==> config.mk <==
export PLATFORM = sky130hd
export DESIGN_NAME = dense_argmax_flat
export DESIGN_NICKNAME = d
export VERILOG_FILES = /design/src/rtl/dense_argmax_if.sv /design/src/rtl/dense_argmax.sv /design/src/flat_wrapper.sv
export SDC_FILE = /design/constraint.sdc
export NUM_CORES = 1
export LEC_CHECK = 0
export BUFFER_PORTS_ARGS = -buffer_cell sky130_fd_sc_hd__buf_2
export CORE_MARGIN = 3
export CORE_UTILIZATION = 45
export CTS_BUF_LIST = sky130_fd_sc_hd__clkbuf_16
export CTS_CLUSTER_SIZE = 14
export DETAILED_ROUTE_END_ITERATION = 8
export PLACE_DENSITY = 0.66
export SLEW_MARGIN = 20
export SYNTH_ARGS = -nofsm -noshare
export SYNTH_HDL_FRONTEND = slang
export SYNTH_SLANG_ARGS = --single-unit
==> constraint.sdc <==
create_clock -name clk -period 2.3 [get_ports clk]
set_clock_uncertainty 0.15 [all_clocks]
set_input_delay 0.23 -clock clk [delete_from_list [all_inputs] [get_ports clk]]
set_output_delay 0.23 -clock clk [all_outputs]
set_load 0.05 [all_outputs]
==> src/rtl/dense_argmax_if.sv <==
// Score-stream and result-handshake bundle for dense_argmax.
// The slave modport belongs to the argmax block. The master modport belongs to whatever drives the scores and reads the result.
interface dense_argmax_if #(
    parameter int DATA_WIDTH = 8,
    parameter int NUM_CLASS  = 7
);
    localparam int IDX_WIDTH = (NUM_CLASS > 1) ? $clog2(NUM_CLASS) : 1;

    logic [DATA_WIDTH-1:0] data_i;
    logic                  valid_i;
    logic [IDX_WIDTH-1:0]  class_o;
    logic [DATA_WIDTH-1:0] score_o;
    logic                  valid_o;
    logic                  ready_i;
    logic                  busy_o;
    logic                  drop_o;
    logic                  err_o;

    modport slave (
        input  data_i, valid_i, ready_i,
        output class_o, score_o, valid_o, busy_o, drop_o, err_o
    );

    modport master (
        output data_i, valid_i, ready_i,
        input  class_o, score_o, valid_o, busy_o, drop_o, err_o
    );
endinterface

==> src/rtl/dense_argmax.sv <==
// Running signed argmax over a serial vector of NUM_CLASS scores, with a one-deep result buffer.
// Defining DENSE_ARGMAX_TIMEOUT_EN adds an inter-score gap timeout that aborts partial vectors.
module dense_argmax #(
    parameter int DATA_WIDTH     = 8,
    parameter int NUM_CLASS      = 7,
    parameter int TIMEOUT_CYCLES = 1024
) (
    input  logic          clk,
    input  logic          rst,
    dense_argmax_if.slave bus
);
    localparam int IDX_WIDTH = (NUM_CLASS > 1) ? $clog2(NUM_CLASS) : 1;
    localparam logic [IDX_WIDTH-1:0] LAST_IDX = IDX_WIDTH'(NUM_CLASS - 1);

    if (NUM_CLASS < 1 || NUM_CLASS > 256 || TIMEOUT_CYCLES < 1) begin : g_param_err
        $error("dense_argmax: illegal NUM_CLASS or TIMEOUT_CYCLES");
    end

    typedef enum logic [1:0] {IDLE, ACCUM, HOLD} state_t;

    state_t                state_reg, state_next;
    logic [IDX_WIDTH-1:0]  cnt_reg, cnt_next;
    logic [DATA_WIDTH-1:0] max_reg, max_next;
    logic [IDX_WIDTH-1:0]  idx_reg, idx_next;
    logic [IDX_WIDTH-1:0]  class_reg, class_next;
    logic [DATA_WIDTH-1:0] score_reg, score_next;
    logic                  drop_reg, drop_next;
    logic                  err_reg, err_next;
    logic                  load_first;
    logic                  timeout;

`ifdef DENSE_ARGMAX_TIMEOUT_EN
    localparam int GAP_WIDTH = $clog2(TIMEOUT_CYCLES + 1);
    localparam logic [GAP_WIDTH-1:0] GAP_LIMIT = GAP_WIDTH'(TIMEOUT_CYCLES);
    logic [GAP_WIDTH-1:0] gap_reg;

    // Counts idle cycles since the last accepted score while a vector is open.
    always_ff @(posedge clk) begin
        if (rst || state_reg != ACCUM || timeout || bus.valid_i)
            gap_reg <= '0;
        else
            gap_reg <= gap_reg + GAP_WIDTH'(1);
    end

    assign timeout = (state_reg == ACCUM) && (gap_reg == GAP_LIMIT);
`else
    assign timeout = 1'b0;
`endif

    always_comb begin
        state_next = state_reg;
        cnt_next   = cnt_reg;
        max_next   = max_reg;
        idx_next   = idx_reg;
        class_next = class_reg;
        score_next = score_reg;
        drop_next  = drop_reg;
        err_next   = 1'b0;
        load_first = 1'b0;

        case (state_reg)
            IDLE: load_first = bus.valid_i;
            ACCUM: begin
                if (timeout) begin
                    err_next   = 1'b1;
                    state_next = IDLE;
                    cnt_next   = '0;
                    load_first = bus.valid_i;
                end else if (bus.valid_i) begin
                    // Strict compare: ties keep the earlier index.
                    if ($signed(bus.data_i) > $signed(max_reg)) begin
                        max_next = bus.data_i;
                        idx_next = cnt_reg;
                    end
                    if (cnt_reg == LAST_IDX) begin
                        class_next = ($signed(bus.data_i) > $signed(max_reg)) ? cnt_reg : idx_reg;
                        score_next = ($signed(bus.data_i) > $signed(max_reg)) ? bus.data_i : max_reg;
                        state_next = HOLD;
                        cnt_next   = '0;
                    end else begin
                        cnt_next = cnt_reg + IDX_WIDTH'(1);
                    end
                end
            end
            HOLD: begin
                if (bus.ready_i) begin
                    state_next = IDLE;
                    load_first = bus.valid_i;
                end else if (bus.valid_i) begin
                    drop_next = 1'b1;
                end
            end
            default: state_next = IDLE;
        endcase

        // First score of a vector, from IDLE, HOLD-with-handshake or a timeout cycle.
        if (load_first) begin
            max_next = bus.data_i;
            idx_next = '0;
            if (NUM_CLASS == 1) begin
                state_next = HOLD;
                cnt_next   = '0;
                class_next = '0;
                score_next = bus.data_i;
            end else begin
                state_next = ACCUM;
                cnt_next   = IDX_WIDTH'(1);
            end
        end
    end

    always_ff @(posedge clk) begin
        if (rst) begin
            state_reg <= IDLE;
            cnt_reg   <= '0;
            max_reg   <= '0;
            idx_reg   <= '0;
            class_reg <= '0;
            score_reg <= '0;
            drop_reg  <= 1'b0;
            err_reg   <= 1'b0;
        end else begin
            state_reg <= state_next;
            cnt_reg   <= cnt_next;
            max_reg   <= max_next;
            idx_reg   <= idx_next;
            class_reg <= class_next;
            score_reg <= score_next;
            drop_reg  <= drop_next;
            err_reg   <= err_next;
        end
    end

    assign bus.class_o = class_reg;
    assign bus.score_o = score_reg;
    assign bus.valid_o = (state_reg == HOLD);
    assign bus.busy_o  = (state_reg == ACCUM);
    assign bus.drop_o  = drop_reg;
    assign bus.err_o   = err_reg;
endmodule

==> src/flat_wrapper.sv <==
// flat-port wrapper written by rule: the top's interface ports become plain ports
module dense_argmax_flat 
#(
    parameter int DATA_WIDTH     = 8,
    parameter int NUM_CLASS      = 7,
    parameter int TIMEOUT_CYCLES = 1024
)
  (clk, rst, bus_data_i, bus_valid_i, bus_ready_i, bus_class_o, bus_score_o, bus_valid_o, bus_busy_o, bus_drop_o, bus_err_o);
  dense_argmax_if #(.DATA_WIDTH(DATA_WIDTH), .NUM_CLASS(NUM_CLASS)) bus_i ();
  input  logic clk;
  input  logic rst;
  input wire logic [$bits(bus_i.data_i)-1:0] bus_data_i;
  input wire logic [$bits(bus_i.valid_i)-1:0] bus_valid_i;
  input wire logic [$bits(bus_i.ready_i)-1:0] bus_ready_i;
  output wire logic [$bits(bus_i.class_o)-1:0] bus_class_o;
  output wire logic [$bits(bus_i.score_o)-1:0] bus_score_o;
  output wire logic [$bits(bus_i.valid_o)-1:0] bus_valid_o;
  output wire logic [$bits(bus_i.busy_o)-1:0] bus_busy_o;
  output wire logic [$bits(bus_i.drop_o)-1:0] bus_drop_o;
  output wire logic [$bits(bus_i.err_o)-1:0] bus_err_o;
  assign bus_i.data_i = bus_data_i;
  assign bus_i.valid_i = bus_valid_i;
  assign bus_i.ready_i = bus_ready_i;
  assign bus_class_o = bus_i.class_o;
  assign bus_score_o = bus_i.score_o;
  assign bus_valid_o = bus_i.valid_o;
  assign bus_busy_o = bus_i.busy_o;
  assign bus_drop_o = bus_i.drop_o;
  assign bus_err_o = bus_i.err_o;
  dense_argmax #(.DATA_WIDTH(DATA_WIDTH), .NUM_CLASS(NUM_CLASS), .TIMEOUT_CYCLES(TIMEOUT_CYCLES)) u_core (.clk(clk), .rst(rst), .bus(bus_i));
endmodule
==> impl_metrics.yaml <==
critical_path:
  crit_arrival_ns: 2.16
  cp_max_fo: 10
  cp.required_ns: 2.32
  timing.reg2reg.setup_slack_ns: 0.15
  crit_type: "flop to flop"
  critPathCaptureType: "flop"
  startpoint_type: "flop"
status:
  status: "finished, final reports clean"
routing:
  routed_wl_um: 3343
  drtPass1Iterations: 4
  avgViaCountPerCell: 5.294
  drt_iter0_drc: 69
  wl_per_cell_um: 13.64
  antenna_left: 0
  vias: 1297
  drc_errors: 0
final_layout:
  post-route-util: 0.5805
  drive_gt1_frac: 0.2736
  multiInputGateArea_um2: 933.4
  area_delta_synth_final_pct: 16.73
  nNetsFinal: 222
  fillers: 305
  antenna_cells: 0
  final_cell_area_mm2: 0.001859
  fin_cells: 245
  regArea_um2: 560.5
yosys:
  synth-async-reset-ratio: 0
  yosysTopAreaCell: "dfxtp_1"
  synth_area_mm2: 0.001593
  synthTopCellsByArea: "dfxtp_1 35%, mux2i_1 6.9%, ha_1 6.3%"
  syn-num-nets: 198
  synth.distinct_cells: 43
  synth_cells: 178
  synthTopCellsByCount: "28 x dfxtp_1, 13 x nor2_1, 12 x nand2_1"
  synth_edf_count: 0
  synth.avg_cell_area_um2: 8.948
  yosysTopAreaCellShare: 0.3519
  dominantRegCellSynth: "dfxtp_1"
  yosysMostFrequentCell: "dfxtp_1"
  ys_ff_latch: 28
  ys_seq_area_frac: 0.3519
  yosys_warnings: 0
die:
  fp.dieW_um: 65.50
  rows: 20
  io_pins: 27
  dieHeight_um: 65.50
  die_area_mm2: 0.004290
  start_util: 0.4973
  core_mm2: 0.003203
pwr:
  power.density_mw_per_mm2: 671.8
  power.leakage_nw: 0.7323
  vdd_drop_max_mv: 0.3071
grt:
  antenna_found_initial: 0
  grt_pass1_vias: 1216
  grt_pass1_wl_um: 5678
  grt_max_degree: 32
  track_usage: 0.1715
  overflow: 0
sta:
  drv_slew: 0
  fmaxAchievable_mhz: 466.2
  fin_crit_ns: 2.145
  slew_headroom: 0.6343
  tightest_slew_ns: 0.5465
  fin_crit_sh: 0.9327
  final_hold_viol_count: 0
  setup_viol: 0
place:
  placed_area_mm2: 0.001730
  dpl.cell_count: 240
  gp_congestion: 0.8050
  io_buffers: 25
  dp_hpwl_um: 2312
worst_hold_path:
  hold_path_class: "input pin to flop"
clocking:
  cts_made_buffers: 3
  cts.clk_slew.worst_paths_ns: 0.07
  clock_sinks: 28
  insertion_delay_ns: 0.26
  clock_path_buffers: 2
  htreeDepth: 1
  tritoncts: "yes"
  root_buffer: "clkbuf_16"
run:
  cap_violations: 0
[logic make-up after synthesis]
group	after synthesis	share of synthesized area
and+or+nand+nor	74	0.2820
AOI/OAI and AO/OA	36	0.1642
DFF	28	0.3519
buffers and inverters	20	0.06755
muxes	11	0.06913
adders and majority gates	8	0.06285
other	1	0.002354
[cells in the final DEF (no fill, tap or decap), types with 2 or more instances in the layout]
cell | netlist | layout
nand3_1 | 7 | 7
nor4_1 | 3 | 3
mux2i_1 | 11 | 11
nor2b_1 | 3 | 3
buf_4 | 3 | 3
buf_2 | 2 | 25
ha_1 | 8 | 8
nand2_1 | 12 | 12
a311oi_1 | 8 | 8
nor2_1 | 13 | 13
nand4_1 | 2 | 2
o21ai_0 | 11 | 10
dfxtp_1 | 28 | 28
or2b_1 | 5 | 5
nor3_1 | 4 | 4
inv_1 | 10 | 10
a21oi_1 | 8 | 8
or2b_2 | 11 | 11
clkbuf_16 | 0 | 3
nand4b_1 | 2 | 2
[area by class of cell]
class | instances | share of cell area
multi-input cells | 130 | 0.5020
flip-flops and latches | 28 | 0.3015
repair buffers | 29 | 0.09018
clock buffers | 3 | 0.04038
well taps | 44 | 0.02961
inverters | 10 | 0.02019
clock inverters | 1 | 0.01615
[routing by layer]
metal	vias to the layer above	track usage	wire [um]
met3	6	0.03077	110
met5	-	0	0
li1	674	-	-
met4	0	0.05440	48
met2	21	0.2870	1612
met1	596	0.2226	1570
[where the power goes]
part / total (mW) / leakage, nW / internal [mW] / switching [mW]
logic: 0.219 / 0.454 / 0.0915 / 0.128
clock network: 0.514 / 0.0511 / 0.347 / 0.167
registers: 0.516 / 0.228 / 0.502 / 0.0146
total: 1.25 / 0.732 / 0.940 / 0.310
[worst paths after layout]
check | start | endpoint | cells after the start
worst max-delay path | u_core.max_reg[7] | u_core.bus.score_o[1] | 7
worst min-delay path | bus_data_i[5] | u_core.bus.score_o[5] | 3
worst max register to register | u_core.max_reg[7] | u_core.bus.score_o[1] | 7
worst min register to register | u_core.bus.class_o[0] | u_core.bus.class_o[0] | 2
[repair_timing]
item	CTS	global route
setup buffers	0	1
pin swaps	0	1
gates resized for setup	1	2
hold buffers	0	0
setup endpoints to repair	1	15
[worst max-delay path: stages, from the launching register on]
cell      delay, ns
dfxtp_1        0.35
inv_1          0.06
ha_1           0.34
nand4_2        0.19
o22ai_1        0.23
nand2b_2       0.34
nand3_1        0.12
a311oi_1       0.28
[through the flow]
stage / total power, mW / setup TNS, ns / hold slack (ns) / worst slack, ns
after floorplan: 0.6915 / 0 / 0.2207 / 0.3509
after global placement: 0.7316 / 0 / 0.2852 / 0.07837
after detailed placement: 0.7361 / 0 / 0.3016 / 0.04726
after CTS: 1.248 / 0 / 0.1172 / 0.1040
after global routing: 1.299 / -0.0004239 / 0.1452 / -0.0004239
final: 1.249 / 0 / 0.1174 / 0.1548
No activity file was read; power rests on OpenSTA's default activity.
